### config.mk
export PLATFORM = sky130hd
export DESIGN_NAME = sig_period_counter
export DESIGN_NICKNAME = d
export VERILOG_FILES = /design/src/rtl/sig_period_counter.sv
export SDC_FILE = /design/constraint.sdc
export NUM_CORES = 1
export LEC_CHECK = 0
export ABC_AREA = 1
export BUFFER_PORTS_ARGS = -buffer_cell sky130_fd_sc_hd__buf_2
export CORE_MARGIN = 4
export CORE_UTILIZATION = 50
export DETAILED_ROUTE_END_ITERATION = 8
export MAX_ROUTING_LAYER = met4
export PLACE_DENSITY = 0.72
export SLEW_MARGIN = 20
export SYNTH_ARGS = -nofsm -noshare
export SYNTH_HDL_FRONTEND = slang
export SYNTH_SLANG_ARGS = --single-unit
export TNS_END_PERCENT = 30
### constraint.sdc
create_clock -name clk -period 1.6 [get_ports clk]
set_input_delay 0.32 -clock clk [delete_from_list [all_inputs] [get_ports clk]]
set_output_delay 0.32 -clock clk [all_outputs]
set_load 0.01 [all_outputs]
### src/rtl/sig_period_counter.sv
// Counts clk cycles spanning M_PERIODS rising edges of an asynchronous sig; all-ones result means timeout/no signal.
// Latency: SYNC_STAGES+1 clk from the sig rise to the n_valid strobe; no backpressure, n_valid is a strobe with no ready.
module sig_period_counter #(
    parameter int N_WIDTH     = 14,
    parameter int M_PERIODS   = 4,
    parameter int SYNC_STAGES = 2
) (
    input  logic               clk,
    input  logic               rst_n,
    input  logic               sig,
    output logic [N_WIDTH-1:0] n_clk,
    output logic               n_valid,
    output logic               no_sig
);

    typedef enum logic {
        IDLE  = 1'b0,
        COUNT = 1'b1
    } state_t;

    // clk_cnt stops one short of all ones so the saturated code can never be a real result
    localparam logic [N_WIDTH-1:0] CNT_LAST = {{(N_WIDTH-1){1'b1}}, 1'b0};
    localparam logic [7:0]         PER_LAST = 8'(M_PERIODS - 1);

    logic [SYNC_STAGES-1:0] sync_q;
    logic                   sync_dly_q;
    logic                   sig_edge;

    state_t                 state_q;
    logic [N_WIDTH-1:0]     clk_cnt_q;
    logic [N_WIDTH-1:0]     clk_cnt_d;
    logic [7:0]             per_cnt_q;
    logic [N_WIDTH-1:0]     n_clk_q;
    logic                   n_valid_q;
    logic                   no_sig_q;

    always_ff @(posedge clk or negedge rst_n) begin
        if (!rst_n) begin
            sync_q     <= '0;
            sync_dly_q <= 1'b0;
        end else begin
            sync_q     <= {sync_q[SYNC_STAGES-2:0], sig};
            sync_dly_q <= sync_q[SYNC_STAGES-1];
        end
    end

    assign sig_edge  = sync_q[SYNC_STAGES-1] & ~sync_dly_q;
    assign clk_cnt_d = clk_cnt_q + N_WIDTH'(1);

    always_ff @(posedge clk or negedge rst_n) begin
        if (!rst_n) begin
            state_q   <= IDLE;
            clk_cnt_q <= '0;
            per_cnt_q <= '0;
            n_clk_q   <= '0;
            n_valid_q <= 1'b0;
            no_sig_q  <= 1'b1;
        end else begin
            n_valid_q <= 1'b0;
            case (state_q)
                IDLE: begin
                    clk_cnt_q <= '0;
                    per_cnt_q <= '0;
                    if (sig_edge) begin
                        state_q <= COUNT;
                    end
                end
                COUNT: begin
                    // timeout wins over an edge landing in the same cycle
                    if (clk_cnt_q == CNT_LAST) begin
                        n_clk_q   <= '1;
                        n_valid_q <= 1'b1;
                        no_sig_q  <= 1'b1;
                        clk_cnt_q <= '0;
                        per_cnt_q <= '0;
                        state_q   <= IDLE;
                    end else if (sig_edge && (per_cnt_q == PER_LAST)) begin
                        n_clk_q   <= clk_cnt_d;
                        n_valid_q <= 1'b1;
                        no_sig_q  <= 1'b0;
                        clk_cnt_q <= '0;
                        per_cnt_q <= '0;
                    end else begin
                        clk_cnt_q <= clk_cnt_d;
                        if (sig_edge) begin
                            per_cnt_q <= per_cnt_q + 8'd1;
                        end
                    end
                end
                default: state_q <= IDLE;
            endcase
        end
    end

    assign n_clk   = n_clk_q;
    assign n_valid = n_valid_q;
    assign no_sig  = no_sig_q;

endmodule

Word level (Yosys, flattened, before mapping)
Index checks and enable logic that the tools add are counted.
- logic and storage cells: 36
- flip-flop bits (word level): 42
- output and inout bits: 16
- equality and inequality tests: 3
- reductions and logical operators: 3
- add/sub/neg operators: 2
- bitwise logic cells: 3
- multiplexer cells: 17
- operator list (cell ; count):
    two-way mux 14 bit ; 4
    one-hot mux 14 bit (2 select lines) ; 1
    two-way mux 8 bit ; 3
    one-hot mux 8 bit (2 select lines) ; 1
    adder 14 x 1 -> 14 bit, second input constant ; 1
    equality test 14 bit, second input constant ; 1
    adder 8 x 1 -> 8 bit, second input constant ; 1
    equality test 8 x 2 -> 1 bit, second input constant ; 1
    two-way mux 1 bit ; 7
    != test 4 x 2 -> 1 bit, second input constant ; 1
    NOT 1 bit ; 2
    one-hot mux 1 bit (2 select lines) ; 1
    AND reduction 2 bit ; 1
    nonzero test 2 bit ; 1
    bitwise AND 1 bit ; 1
    logical AND 1 bit ; 1

Longest topological paths before layout
- word-level depth: 6
- mapped depth: 12
- mapped depth without buffers: 11

Least setup slack after synthesis
Ideal clock, no wire load.
- path type: flip-flop to flip-flop
- start: register per_cnt_q[0]
- end: register n_clk_q[12], in the netlist n_clk[12]
- clock period less this slack: 1.498 ns
- path slack: 0.102 ns
- setup time: 0.116 ns
- data required time: 1.484 ns
- buffers on the path: 1
- arrival: 1.382 ns
- cell stages (with the launch flop): 12
- path through: dfrtp_1 > ha_1 > nand2_1 > inv_1 > nand2_1 > nor2_2 > inv_2 > nand2_4 > nand2_4 > buf_6 > nand2_1 > nand2_1
- word-level cells in the longest chain between the ends: 4
- ends and longest elaborated chain (what ; line ; source):
    start: declaration ; 32 ; logic [7:0] per_cnt_q;
    start signal: assignment ; 86 ; per_cnt_q <= per_cnt_q + 8'd1;
    equality test 8 x 2 -> 1 bit ; 77 ; end else if (sig_edge && (per_cnt_q == PER_LAST)) begin
    logical AND 1 bit ; 77 ;
    nonzero test 2 bit (no line) ; n/a ;
    AND reduction 2 bit (no line) ; n/a ;
    end signal: assignment ; 78 ; n_clk_q <= clk_cnt_d;
    end: declaration ; 33 ; logic [N_WIDTH-1:0] n_clk_q;
No other way between the ends.
A chain may end at the register's enable or synchronous reset.

Worst setup path in the final report
- start: register clk_cnt_q[0]
- end: register clk_cnt_q[4]
- word-level cells in the longest chain between the ends: 4
- ends and longest elaborated chain (what ; line ; source):
    start: declaration ; 30 ; logic [N_WIDTH-1:0] clk_cnt_q;
    start signal: assignment ; 84 ; clk_cnt_q <= clk_cnt_d;
    adder 14 x 1 -> 14 bit ; 48 ; assign clk_cnt_d = clk_cnt_q + N_WIDTH'(1);
    two-way mux 14 bit ; 77 ;
    two-way mux 14 bit (*) ; 70 ; if (clk_cnt_q == CNT_LAST) begin
    one-hot mux 14 bit (2 select lines) (*) ; 60 ; case (state_q)
Mark *: on every way between the ends. The rest lies on a longest branch, timed or not.

==> impl_metrics.yaml <==
timing:
  rsz0062_at_grt: "yes"
  layout_worst_path_cycle_share_pct: 96.21
  slew_viol_final: 0
  fmax_mhz: 649.6
  setup_viol: 0
  tightest_slew_ns: 0.4075
  hold_violations: 0
  slew_headroom_pct: 72.84
  min_period_ns: 1.539
  skew_ns: 0.006461
  fin_ws_ns: 0.06069
critical_path:
  crit_chain: "inv_1 -> ha_2 -> inv_2 -> nor2_2 -> nand2_2 -> inv_2 -> nand2_8 -> nand3_1 -> buf_4 -> nor2_1"
  cp_num_cells: 10
  arrival_ns: 1.72
  r2r_setup_slack_ns: 0.06
  r2r_end: "clk_cnt_q[4]$_DFF_PN0_"
  crit_required_ns: 1.78
  slowest_stage: "dfrtp_1"
  timing.rr.start: "clk_cnt_q[0]$_DFF_PN0_"
  cp-start-kind: "register"
  endpoint_kind: "register"
  crit_path_max_fanout: 7
  worst-r2r-cell-count: 10
  path_class: "reg2reg"
  crit_end: "clk_cnt_q[4]$_DFF_PN0_"
  path_buf_inv: 4
  crit_top_cell: "inv_2"
  critPathTopFamily: "simple AND/OR/NAND/NOR gates"
  critPathLaunch: "clk_cnt_q[0]$_DFF_PN0_"
  cpPeakStageDelay_ns: 0.42
power:
  p_leak_nw: 1.378
  p_per_area_nw_per_um2: 1023
  ir_drop_v: 0.0005863
placement:
  routabilityCongestion: 0.8774
  dpl.hpwl_um: 3078
  pre_cts_slack_ns: -0.01366
  port_buffers: 18
synth:
  yosys-top-cells-count: "nand2_1 (103), dfrtp_1 (41), nor2_1 (31)"
  syn-num-nets: 278
  synth-simple-area-share_pct: 37.77
  synthTopCellsByArea: "dfrtp_1 (48%), nand2_1 (18%), nand3_1 (5.7%)"
  synthXorXnorAreaFrac_pct: 2.475
  synth_cell_types: 24
  synth_most_common_cell: "nand2_1"
  synth_top_area_share_pct: 48.32
  yosysSeqAreaShare_pct: 49.56
  yosysWarnings: 0
  async_flop_share_pct: 100.0
  synth_top_family_by_area: "simple AND/OR/NAND/NOR gates"
  synth_compound_area_share_pct: 2.357
  synth.area.mux_share_pct: 0
  netlist_instances: 272
  synth_edf_count: 0
  synthFlopType: "dfrtp_1"
  yosys.area.top_type: "dfrtp_1"
  synthesis.area_um2: 2123
  synth_fa_ha_area_share_pct: 1.768
  synth.avg_cell_area_um2: 7.806
  ys_ff_latch: 42
run:
  cap_violations: 0
grt:
  grt_pass1_wl_um: 7479
  grt_pass1_vias: 1769
  grt_overflow: 0
  grt_max_degree: 43
  grt_util_all_layers_pct: 18.23
  antenna_found_initial: 0
finish:
  area_delta_synth_final_pct: 21.39
  n_fill_cell: 351
  fin_nets: 312
  drive_above_1_share_pct: 22.80
  utilization_pct: 63.52
  antenna_cells: 0
clock_network:
  path_clk_slew_ns: 0.08
  clk-insertion-delay-late_ns: 0.29
  ctsLongestPathBuffers: 2
  cts_tree: "done"
  cts-buffers-inserted: 5
  clock_sinks: 42
  h-tree-depth: 2
  cts-root-buf: "clkbuf_8"
floorplanning:
  die-area_um2: 5353
  die_w_um: 73.17
  num_io_pins: 19
  core_um2: 4058
  initial_utilization_pct: 52.33
  die_y_um: 73.17
  std_cell_rows: 23
route:
  drcViolationCount: 0
  drt_iter0_drc: 152
  ant_nets: 0
  num_vias: 1798
  wirelength_um: 4517
  wl_per_cell_um: 12.65
  vias_per_cell: 5.036
  drtPass1Iterations: 4
outcome:
  status: "finished clean"
worst_hold_path:
  min_path_type: "in2reg"
==> power by group <==
| part | total, mW | switching [mW] | internal (mW) |
|---|---|---|---|
| Combinational | 0.608 | 0.350 | 0.258 |
| Sequential | 1.32 | 0.124 | 1.20 |
| Clock | 0.708 | 0.361 | 0.347 |
==> cells in the final DEF, fill, tap and decap left out, drive strengths merged <==
cell type / netlist / final
clkinv: 1 / 2
nor2: 35 / 35
dlygate4sd3: 0 / 1
o21bai: 2 / 2
clkbuf: 0 / 7
a21oi: 6 / 6
o21ai: 1 / 1
nand4: 10 / 10
xor2: 4 / 4
xnor2: 2 / 2
inv: 23 / 23
dfrtp: 41 / 41
buf: 6 / 30
dfstp: 1 / 1
clkinvlp: 0 / 1
nand2: 110 / 111
nand3: 24 / 24
ha: 3 / 3
nand3b: 3 / 3
==> sequential cells by signal, indices dropped and copies added (netlist names) <==
name,cells
no_sig,1
n_valid,1
clk_cnt_q,14
sync_dly_q,1
per_cnt_q,8
n_clk,14
state_q,1
sync_q,2
==> layout make-up <==
class                      instances  area [um2]  share of cell area [%]
multi-input combinational        201        1028                   39.90
timing repair buffer              32       247.7                   9.612
tap                               50       62.56                   2.427
clock inverter                     2       12.51                  0.4854
sequential                        42        1052                   40.83
inverter                          24       91.34                   3.544
clock buffer                       6       82.58                   3.204
==> worst min-delay path by stage <==
stage	startpoint	end	slack, ns	depth (start not counted)
detailed placement	rst_n	clk_cnt_q[6]$_DFF_PN0_	0.31	2
finish	sig	sync_q[0]$_DFF_PN0_	0.13	1
floorplan	rst_n	clk_cnt_q[0]$_DFF_PN0_	0.02	0
CTS	sig	sync_q[0]$_DFF_PN0_	0.12	1
global placement	rst_n	clk_cnt_q[6]$_DFF_PN0_	0.31	2
global route	sig	sync_q[0]$_DFF_PN0_	0.12	1
==> per-layer routing <==
layer	GRT usage, %	part of all wire (%)	up-vias
li1	-	-	928
met1	22.65	45	831
met2	29.69	49	34
met3	4.545	4.7	5
met4	4.713	0.89	0
met5	-	0	-
==> what timing repair did <==
action                                  4_1_cts  5_1_grt
resized for setup                             1       23
endpoints found under the setup margin        7       36
hold buffers                                  1        0
cloned                                        0        2
endpoints found under the hold margin        33        0
pin swaps                                     0       11
buffers inserted                              0        1
==> cells by family (layout without fill, tap and decap cells) <==
| family | count (synthesis) | after routing |
|---|---|---|
| fa+ha+maj | 3 | 3 |
| buf+inv | 30 | 64 |
| flops | 42 | 42 |
| compound gates | 9 | 9 |
| xor+xnor | 6 | 6 |
| simple gates | 182 | 183 |
==> through the flow <==
step / cells / setup TNS [ns] / hold slack (ns) / total power [mW] / area, um2
after global routing: 357 / -1.357 / 0.1180 / 2.796 / 2577
after CTS: 354 / 0 / 0.1244 / 2.596 / 2441
after global placement: 345 / 0 / 0.3060 / 1.873 / 2333
after detailed placement: 345 / -0.02395 / 0.3110 / 1.884 / 2333
final: 357 / 0 / 0.1263 / 2.637 / 2577
after floorplan: 272 / 0 / 0.02441 / 1.686 / 2123
Power figures use the tool's default switching activity.
